==> src/rtl/varint_pkg.sv <==
// Shared definitions for the LEB128 varint encoder: FSM state encodings,
// byte-group constants and the two small helpers used by the datapath.
package varint_pkg;

    localparam logic [3:0] ST_IDLE  = 4'b0001;
    localparam logic [3:0] ST_EMIT  = 4'b0010;
    localparam logic [3:0] ST_PUSH  = 4'b0100;
    localparam logic [3:0] ST_FLUSH = 4'b1000;

    localparam logic [7:0] LEB_CONT = 8'h80;
    localparam int         GROUP_W  = 7;
    localparam int         LANES    = 4;
    localparam int         CNT_W    = 3;

    // One LEB128 output byte taken from the low group of the remaining value.
    function automatic logic [7:0] leb_byte(input logic [31:0] rem);
        logic [7:0] b;
        b = {1'b0, rem[GROUP_W-1:0]};
        if (rem > 32'h7F) begin
            b = b | LEB_CONT;
        end
        return b;
    endfunction

    function automatic logic [LANES-1:0] lane_mask(input logic [CNT_W-1:0] cnt);
        logic [LANES:0] m;
        m = ((LANES+1)'(1) << cnt) - (LANES+1)'(1);
        return m[LANES-1:0];
    endfunction

endpackage

==> src/rtl/varint_byte_packer.sv <==
// Collects encoded bytes little-endian into the next free lane of a 32-bit word;
// clear empties the word once it has been pushed downstream.
module varint_byte_packer
    import varint_pkg::*;
(
    input  logic               clk,
    input  logic               reset,
    input  logic               wr_en_i,
    input  logic [7:0]         byte_i,
    input  logic               clear_i,
    output logic [8*LANES-1:0] word_o,
    output logic [CNT_W-1:0]   cnt_o
);

    logic [LANES-1:0][7:0] lane_q, lane_d;
    logic [CNT_W-1:0]      cnt_q, cnt_d;

    // NOTE: every next-state signal gets a default first, so no path leaves it unassigned (no latch).
    always_comb begin
        lane_d = lane_q;
        cnt_d  = cnt_q;
        if (clear_i) begin
            lane_d = '0;
            cnt_d  = '0;
        end else if (wr_en_i) begin
            lane_d[cnt_q[CNT_W-2:0]] = byte_i;
            cnt_d                    = cnt_q + CNT_W'(1);
        end
    end

    // NOTE: the lane array is reset too, so lanes beyond the count always read as zero.
    always_ff @(posedge clk) begin
        if (reset) begin
            lane_q <= '0;
            cnt_q  <= '0;
        end else begin
            // NOTE: state registers use non-blocking assignment so all flops update together.
            lane_q <= lane_d;
            cnt_q  <= cnt_d;
        end
    end

    assign word_o = lane_q;
    assign cnt_o  = cnt_q;

endmodule

==> src/rtl/varint_encoder.sv <==
// Drains 32-bit values from the input FIFO, LEB128-encodes them one byte per clock
// and pushes the packed little-endian words (with lane strobes) to the output FIFO.
module varint_encoder
    import varint_pkg::*;
#(
    parameter int OUT_W = 32,
    parameter int IDX_W = 10
) (
    input  logic               clk,
    input  logic               reset,
    input  logic               varint_in_fifo_empty,
    input  logic [31:0]        varint_in_fifo_rdata,
    input  logic [IDX_W-1:0]   varint_in_index_rdata,
    output logic               varint_in_fifo_pop,
    output logic               varint_in_index_pop,
    input  logic               flush,
    input  logic               varint_out_fifo_full,
    output logic               varint_out_fifo_push,
    output logic [OUT_W-1:0]   varint_out_fifo_wdata,
    output logic [OUT_W/8-1:0] varint_out_wstrb,
    output logic [IDX_W-1:0]   varint_out_index,
    output logic               busy
);

    logic [3:0]         state_q, state_d;
    logic [31:0]        rem_q, rem_d;
    logic [IDX_W-1:0]   idx_q, idx_d;
    logic               flush_q, flush_d;
    logic               flush_req;
    logic               pop, push, wr_en, clear;
    logic [OUT_W/8-1:0] wstrb;
    logic [CNT_W-1:0]   cnt;
    logic [7:0]         emit_byte;

    assign flush_req = flush_q | flush;
    assign emit_byte = leb_byte(rem_q);

    always_comb begin
        state_d = state_q;
        rem_d   = rem_q;
        idx_d   = idx_q;
        flush_d = flush_req;
        pop     = 1'b0;
        push    = 1'b0;
        wr_en   = 1'b0;
        clear   = 1'b0;
        wstrb   = '0;
        case (state_q)
            ST_IDLE: begin
                if (!varint_in_fifo_empty) begin
                    pop     = 1'b1;
                    rem_d   = varint_in_fifo_rdata;
                    idx_d   = varint_in_index_rdata;
                    state_d = ST_EMIT;
                end else if (flush_req) begin
                    // A flush with nothing buffered is dropped rather than kept pending.
                    flush_d = 1'b0;
                    if (cnt != '0) begin
                        state_d = ST_FLUSH;
                    end
                end
            end
            ST_EMIT: begin
                wr_en = 1'b1;
                rem_d = rem_q >> GROUP_W;
                if (cnt == CNT_W'(LANES - 1)) begin
                    state_d = ST_PUSH;
                end else if (rem_q <= 32'h7F) begin
                    state_d = ST_IDLE;
                end
            end
            ST_PUSH: begin
                wstrb = '1;
                if (!varint_out_fifo_full) begin
                    push  = 1'b1;
                    clear = 1'b1;
                    // The shifted remainder is zero exactly when the last group has gone out.
                    state_d = (rem_q != '0) ? ST_EMIT : ST_IDLE;
                end
            end
            ST_FLUSH: begin
                wstrb = lane_mask(cnt);
                if (!varint_out_fifo_full) begin
                    push    = 1'b1;
                    clear   = 1'b1;
                    state_d = ST_IDLE;
                end
            end
            default: state_d = ST_IDLE;
        endcase
    end

    always_ff @(posedge clk) begin
        if (reset) begin
            state_q <= ST_IDLE;
            rem_q   <= '0;
            idx_q   <= '0;
            flush_q <= 1'b0;
        end else begin
            state_q <= state_d;
            rem_q   <= rem_d;
            idx_q   <= idx_d;
            flush_q <= flush_d;
        end
    end

    varint_byte_packer u_packer (
        .clk     (clk),
        .reset   (reset),
        .wr_en_i (wr_en),
        .byte_i  (emit_byte),
        .clear_i (clear),
        .word_o  (varint_out_fifo_wdata),
        .cnt_o   (cnt)
    );

    assign varint_in_fifo_pop   = pop & ~reset;
    assign varint_in_index_pop  = pop & ~reset;
    assign varint_out_fifo_push = push & ~reset;
    assign varint_out_wstrb     = wstrb;
    assign varint_out_index     = idx_q;
    assign busy                 = (state_q != ST_IDLE) || (cnt != '0);

endmodule

==> config.mk <==
export PLATFORM = sky130hd
export DESIGN_NAME = varint_encoder
export DESIGN_NICKNAME = d
export VERILOG_FILES = /design/src/rtl/varint_pkg.sv /design/src/rtl/varint_byte_packer.sv /design/src/rtl/varint_encoder.sv
export SDC_FILE = /design/constraint.sdc
export NUM_CORES = 1
export LEC_CHECK = 0
export ABC_CLOCK_PERIOD_IN_PS = 1600
export CAP_MARGIN = 10
export CORE_MARGIN = 5
export CORE_UTILIZATION = 43
export DETAILED_ROUTE_END_ITERATION = 8
export GPL_TIMING_DRIVEN = 0
export PLACE_DENSITY = 0.73
export SLEW_MARGIN = 0
export SYNTH_ARGS = -nofsm -noshare
export SYNTH_HDL_FRONTEND = slang
export SYNTH_SLANG_ARGS = --single-unit
==> constraint.sdc <==
create_clock -name clk -period 1.6 [get_ports clk]
set_input_delay 0.24 -clock clk [delete_from_list [all_inputs] [get_ports clk]]
set_output_delay 0.24 -clock clk [all_outputs]
set_load 0.01 [all_outputs]
==> results of run 1 <==
[stage by stage]
step	utilization	hold slack [ps]	setup slack, ps	total power, W	setup TNS (ps)
after floorplan	-	339	0.505	0.00368	0
after global placement	0.574	442	-627	0.00427	-10640
after detailed placement	0.574	446	-664	0.00431	-11980
after CTS	0.661	368	-329	0.00637	-6290
after global routing	0.718	408	-458	0.00724	-24230
final	0.718	409	-397	0.00694	-17340
[metal layers]
| metal | part of all wire | routed length, µm | up-vias |
|---|---|---|---|
| met3 | 0.069 | 829 | 27 |
| met4 | 0.024 | 284 | 0 |
| met2 | 0.53 | 6290 | 162 |
| met1 | 0.38 | 4540 | 1860 |
| li1 | - | - | 1821 |
| met5 | 0 | 0 | - |
[worst max path at each step]
stage | slack, ps | to | cells past startpoint
after floorplan | 0.5 | varint_in_index_pop | 6
after global placement | -630 | varint_out_wstrb[2] | 8
after global routing | -460 | varint_in_index_pop | 7
after detailed placement | -660 | varint_out_wstrb[2] | 8
after CTS | -330 | varint_in_index_pop | 7
final | -400 | varint_in_index_pop | 7
[layout make-up]
cell class              instances  area share
plain buffers                  32      0.0475
clock buffers                   9      0.0212
clock inverters                 7      0.0101
inverters                       5     0.00407
multi-input cells             321       0.378
flip-flops and latches         82       0.285
well taps                     105      0.0225
repair buffers                139       0.232
[state kept, by name, summed over array words and instances, names as in the netlist]
| register | count |
|---|---|
| flush_q | 1 |
| rem_q | 32 |
| state_q | 4 |
| u_packer.cnt_o | 3 |
| u_packer.word_o | 32 |
| varint_out_index | 10 |
[power by group through the flow]
stage | logic [W] | registers (W) | clock network [W]
after floorplan | 0.00111 | 0.00257 | 0
after detailed placement | 0.00167 | 0.00264 | 0
final | 0.00285 | 0.00264 | 0.00145
after global placement | 0.00164 | 0.00263 | 0
after CTS | 0.00232 | 0.00260 | 0.00144
after global routing | 0.00303 | 0.00267 | 0.00154
[critical path, cell delays in order (launching register included)]
cell and delay (ps):
dfxtp_4 380, nor4b_4 330, nand2b_1 110, buf_6 140
clkbuf_16 130, nor2_4 100, buf_6 110, buf_6 80
[synth_stat cells (3+ instances only)]
master / instances / area (µm²)
nor3_1: 4 / 20.0
a311oi_2: 16 / 240
nand2_1: 131 / 492
buf_2: 13 / 65.1
nor2_1: 40 / 150
a21oi_1: 55 / 275
dfxtp_1: 82 / 1640
clkbuf_1: 14 / 52.6
ha_1: 6 / 75.1
inv_1: 5 / 18.8
nor4_1: 6 / 37.5
nor2b_1: 3 / 18.8
a211oi_1: 3 / 22.5
buf_4: 4 / 30.0
a311oi_1: 12 / 105
nand3_1: 22 / 110
[cells in the final DEF (no fill, tap or decap), types with 2 or more instances in the layout]
| cell | instances |
|---|---|
| nand2_1 | 98 |
| clkdlybuf4s50_1 | 87 |
| dfxtp_1 | 76 |
| a21oi_1 | 37 |
| nor2_1 | 31 |
| buf_6 | 28 |
| buf_4 | 26 |
| nand3_1 | 21 |
| a311oi_2 | 20 |
| nand2_2 | 17 |
| a21oi_2 | 17 |
| nand2_4 | 16 |
| buf_2 | 10 |
| clkbuf_8 | 9 |
| clkbuf_1 | 8 |
| a311oi_1 | 8 |
| nor2_4 | 7 |
| buf_8 | 6 |
| dfxtp_4 | 6 |
| nor4_1 | 4 |
| ha_4 | 4 |
| a211oi_1 | 3 |
| inv_4 | 2 |
| inv_1 | 2 |
| nor3_2 | 2 |
| nor2b_1 | 2 |
| nor4b_4 | 2 |
| nor4_2 | 2 |
| nand4_1 | 2 |
| nor3_1 | 2 |
| clkbuf_2 | 2 |
| nor2_2 | 2 |
| ha_2 | 2 |
| clkinv_4 | 2 |
| inv_6 | 2 |
| buf_12 | 2 |
[what timing repair did]
action	4_1_cts	5_1_grt
resized for setup	137	88
pin swaps	27	47
buffers inserted	26	14
gates cloned	3	1
setup endpoints to repair	82	89
[logic make-up after synthesis]
| family | synth area share |
|---|---|
| flip-flops | 0.460 |
| buffers and inverters | 0.0509 |
| AND/OR/NAND/NOR | 0.261 |
| AO/OA/AOI/OAI | 0.200 |
| adder cells (fa/ha/maj) | 0.0211 |
| XOR/XNOR | 0.00737 |
==> results.md, run 1 <==
* # DRC at 0
* Avg WL per Cell at 17.1 µm
* Placeable core region at 8130 µm²
* Post-Syn Area at 3570 µm²
* Logic pwr share at 0.411
* Pwr/cell area at 1190 nW/µm²
* Clock skew at 9.96 ps
* CTS buffer count at 9
* Die area at 10200 µm²
* Sw frac at 0.369
* DIE HEIGHT at 101 µm
* Violations in the final reports: setup timing
* First-pass GRT wire length at 17600 µm
* Worst Path Required at 1360 ps
* M1 GR Usage at 0.246
* Clk root buf: clkbuf_8
* R2R depth at 9
* Met2 usage at 0.382
* Final HPWL DP at 7290 µm
* Mapped Nets at 494
* Fillers at 565
* Outcome: finished with violations
* Leakage at 2.18 nW
* Hold Vio Cnt, Final at 0
* Placed insts at 641
* CTS tree: done
* RSZ-0062 raised after global routing: yes
* Sequential Power Share at 0.380
* Drt first pass iters at 5
* GR Util met3 at 0.0464
* Vias in the first global route at 3758
* VDD IR max at 0.614 mV
* Critical path launch point type: flip-flop
* Gr busiest metal: met2
* Sequential fraction of the synthesis area at 0.460
* Final setup fails at 89
* Syn Inst Count at 441
* Number of hold buffers added after cts at 0
* P&R area growth vs syn at 63.9%
* Post-Syn Area per Cell at 8.09 µm²
* Max Cap Viol at 0
* Max-slew violation count at 0
* N_diodes at 0
* Worst Setup End Kind: output port
* HP Start: varint_in_index_rdata[5]
* Worst-Skew Late Latency at 370 ps
* Share of layout cells above drive strength 1 at 0.343
* Setup ws final at -397 ps
* Net switching power at 0.00256 W
* DP Area at 4670 µm²
* DR vias at 3870
* Worst Path Max Fanout at 4
* Critical Path AT at 1760 ps
* Clk buf depth at 2
* R2R Setup Slk at -280 ps
* Worst R2R Start: state_q[2]
* Vias per cell at 5.53
* Fin cells at 700
* Largest net degree at the start of global routing at 17
* Crit path from: state_q[2]
* Routability cong. at 0.828
* Multi-input logic area at 2210 µm²
* Number of flops mapped to enable cells by yosys at 0
* Fin crit period at 2000 ps
* Register area at 1660 µm²
* Worst Hold Class: input pin to flip-flop
* Gr usage total at 0.215
* Effective utilization at floorplan at 0.438
* Cells on Worst Hold Path at 3
* Min-Delay Endpoint: varint_out_index[5]
* CTS Sinks at 82
* Design Area, Final at 5840 µm²
* Ys Warns at 0
* IO buf count at 95
* Drt total wl at 11900 µm
* I/O Pins at 97
* GRT overflow at 0
* Yosys cell types at 38
* Max-Slew Margin vs Limit at 0.524
* Asr flop ratio synth at 0
* Int Pwr at 0.00438 W
* WS Path Type: flip-flop to output port
* Initial antenna violation count at 0
* Number of synthesized register bits at 82
* Antenna violation net count after detailed routing at 0
* FMAX at 501 MHz
* FP Rows at 33
* Slew at the pin closest to its max-slew limit at 713 ps
* Fin crit share at 1.25
* RR Endpoint: u_packer.word_o[23]
* Clock transition at path regs at 90 ps
* Die X at 101 µm
* Initial DRC Count at 154
* Clock power share at 0.209
* Commonest register cell after synthesis: dfxtp_1
* Final nets at 643
* Max H-tree Level at 3
No activity file was read; power rests on OpenSTA's default activity.
==> run 2: changes to the inputs <==
- CORE_ASPECT_RATIO: unset -> 1.1
==> run 2 against run 1 <==
The flow still finishes with violations (setup timing); fmax shrank 5.0%; global-route usage increased by 0.50 points; highest routed layer unchanged; critical endpoint is now state_q[3]; first-iteration DRC count is 91% higher; worst hold slack improved by 9.5 ps; via count increased by 10%; largest cell class unchanged; register-to-register slack got worse by 220 ps; die area about the same; wire length grew 28%; sequential cell count is the same; combinational power is 12% higher; largest power group unchanged; worst setup slack worse by 110 ps.
==> results.md, run 2 (synthesized netlist as in run 1, its figures left out) <==
* Worst Path Max Fanout at 3
* DR vias at 4267
* Routability cong. at 0.853
* Slew at the pin closest to its max-slew limit at 705 ps
* Final HPWL DP at 7400 µm
* TNS Setup at -15750 ps
* DP Area at 4670 µm²
* IO buf count at 95
* Drt total wl at 15300 µm
* Most common cell after layout, fill and taps aside: nand2_1
* Largest net degree at the start of global routing at 16
* Clk root buf: clkbuf_8
* Initial DRC Count at 294
* Effective utilization at floorplan at 0.446
* Max H-tree Level at 3
* CTS buffer count at 9
* Pwr/cell area at 1160 nW/µm²
* FP Rows at 34
* FMAX at 476 MHz
* Antenna violation net count after detailed routing at 0
* Fillers at 457
* Critical path launch point type: flip-flop
* Leakage at 2.35 nW
* DIE HEIGHT at 106 µm
* Final nets at 652
* Clock skew at 13.1 ps
* CTS tree: done
* Max-Slew Margin vs Limit at 0.530
* Multi-input logic area at 2400 µm²
* Drt first pass iters at 5
* Clock transition at path regs at 100 ps
* Worst path cell trace: nor4_1 > nand4_1 > o21a_1 > o21ai_0 > o31ai_2
* I/O Pins at 97
* Violations in the final reports: setup timing
* Clk buf depth at 2
* Clock power share at 0.195
* Number of hold buffers added after cts at 0
* Net switching power at 0.00287 W
* Worst-Skew Late Latency at 370 ps
* Setup ws final at -502 ps
* Final setup fails at 82
* Worst Hold Class: input pin to flip-flop
* Die area at 10200 µm²
* VDD IR max at 0.705 mV
* CTS Sinks at 82
* First-pass GRT wire length at 18300 µm
* Avg WL per Cell at 21.5 µm
* Initial antenna violation count at 0
* Design Area, Final at 6390 µm²
* P&R area growth vs syn at 79.2%
* Outcome: finished with violations
* CP max-delay cell: nor4_1
* Vias per cell at 5.99
* Placeable core region at 8000 µm²
* Fin crit share at 1.31
* Sequential Power Share at 0.374
* Share of layout cells above drive strength 1 at 0.404
* Gr usage total at 0.220
* Most frequent cells in the layout: nand2_1 (103), clkdlybuf4s50_1 (86), dfxtp_1 (76)
* RSZ-0062 raised after global routing: yes
* Worst Setup End Kind: flip-flop
* Int Pwr at 0.00452 W
* WS Path Type: flip-flop to flip-flop
* Sw frac at 0.389
* Max-slew violation count at 0
* GRT overflow at 0
* N_diodes at 0
* Critical Path AT at 2340 ps
* CP max stage delay at 480 ps
* Register area at 1660 µm²
* Vias in the first global route at 3799
* Hold Vio Cnt, Final at 0
* # DRC at 0
* Die X at 96.8 µm
* Max Cap Viol at 0
* Fin crit period at 2100 ps
* Worst Path Required at 1840 ps
* Logic pwr share at 0.431
==> run 2: cell count changes in the layout (fill, tap and decap cells not counted), sizes merged <==
cell / delta
clkdlybuf4s50: -1
clkinv: -1
clkinvlp: +2
inv: -1
clkbuf: +5
buf: +4
dlymetal6s2s: +1
==> run 2: final timing paths <==
path                            start                  end  slack, ps  cells past startpoint
min reg2reg        u_packer.word_o[4]   u_packer.word_o[4]        460                      2
max reg2reg                 rem_q[13]           state_q[3]       -500                      5
min          varint_in_index_rdata[3]  varint_out_index[3]        420                      3
max                         rem_q[13]           state_q[3]       -500                      5
==> run 2: cell type report <==
type,count,share of cell area
Tap cell,108,0.0211
Buffer,30,0.0562
Clock inverter,7,0.00842
Inverter,5,0.00372
Sequential cell,82,0.260
Multi-Input combinational cell,321,0.375
Timing Repair Buffer,150,0.256
Clock buffer,9,0.0194
==> run 2: routing by layer <==
layer	track usage	vias up	share of wire
li1	-	1843	-
met1	0.240	2028	0.34
met4	0.110	0	0.075
met3	0.0647	100	0.078
met2	0.389	296	0.51
met5	0	-	0
==> run 2: what timing repair did <==
item,CTS,global route
setup endpoints to repair,81,89
resized for setup,146,175
cloned,4,8
pin swaps,11,42
buffers inserted,19,29
==> run 2: power groups by stage <==
stage                     sequential (W)  clock (W)  combinational [W]
after floorplan                  0.00257          0            0.00111
after global placement           0.00264          0            0.00164
after detailed placement         0.00264          0            0.00168
after CTS                        0.00264    0.00139            0.00209
after global routing             0.00278    0.00152            0.00333
final                            0.00277    0.00144            0.00318
==> run 2: critical path: cells and delay by family, from the launching register on <==
kind | cells | cell delay (ps)
flip-flops | 1 | 390
AND/OR/NAND/NOR | 2 | 850
AO/OA/AOI/OAI | 3 | 730
==> run 2: per-stage QoR <==
stage | total power [W] | hold WS (ps) | cells | worst slack (ps) | utilization
2_1_floorplan | 0.00368 | 339 | 441 | 0.505 | -
3_3_place_gp | 0.00428 | 442 | 644 | -629 | 0.584
3_5_place_dp | 0.00433 | 447 | 644 | -668 | 0.584
4_1_cts | 0.00612 | 362 | 683 | -335 | 0.683
5_1_grt | 0.00762 | 431 | 712 | -557 | 0.799
6_report | 0.00739 | 419 | 712 | -502 | 0.799
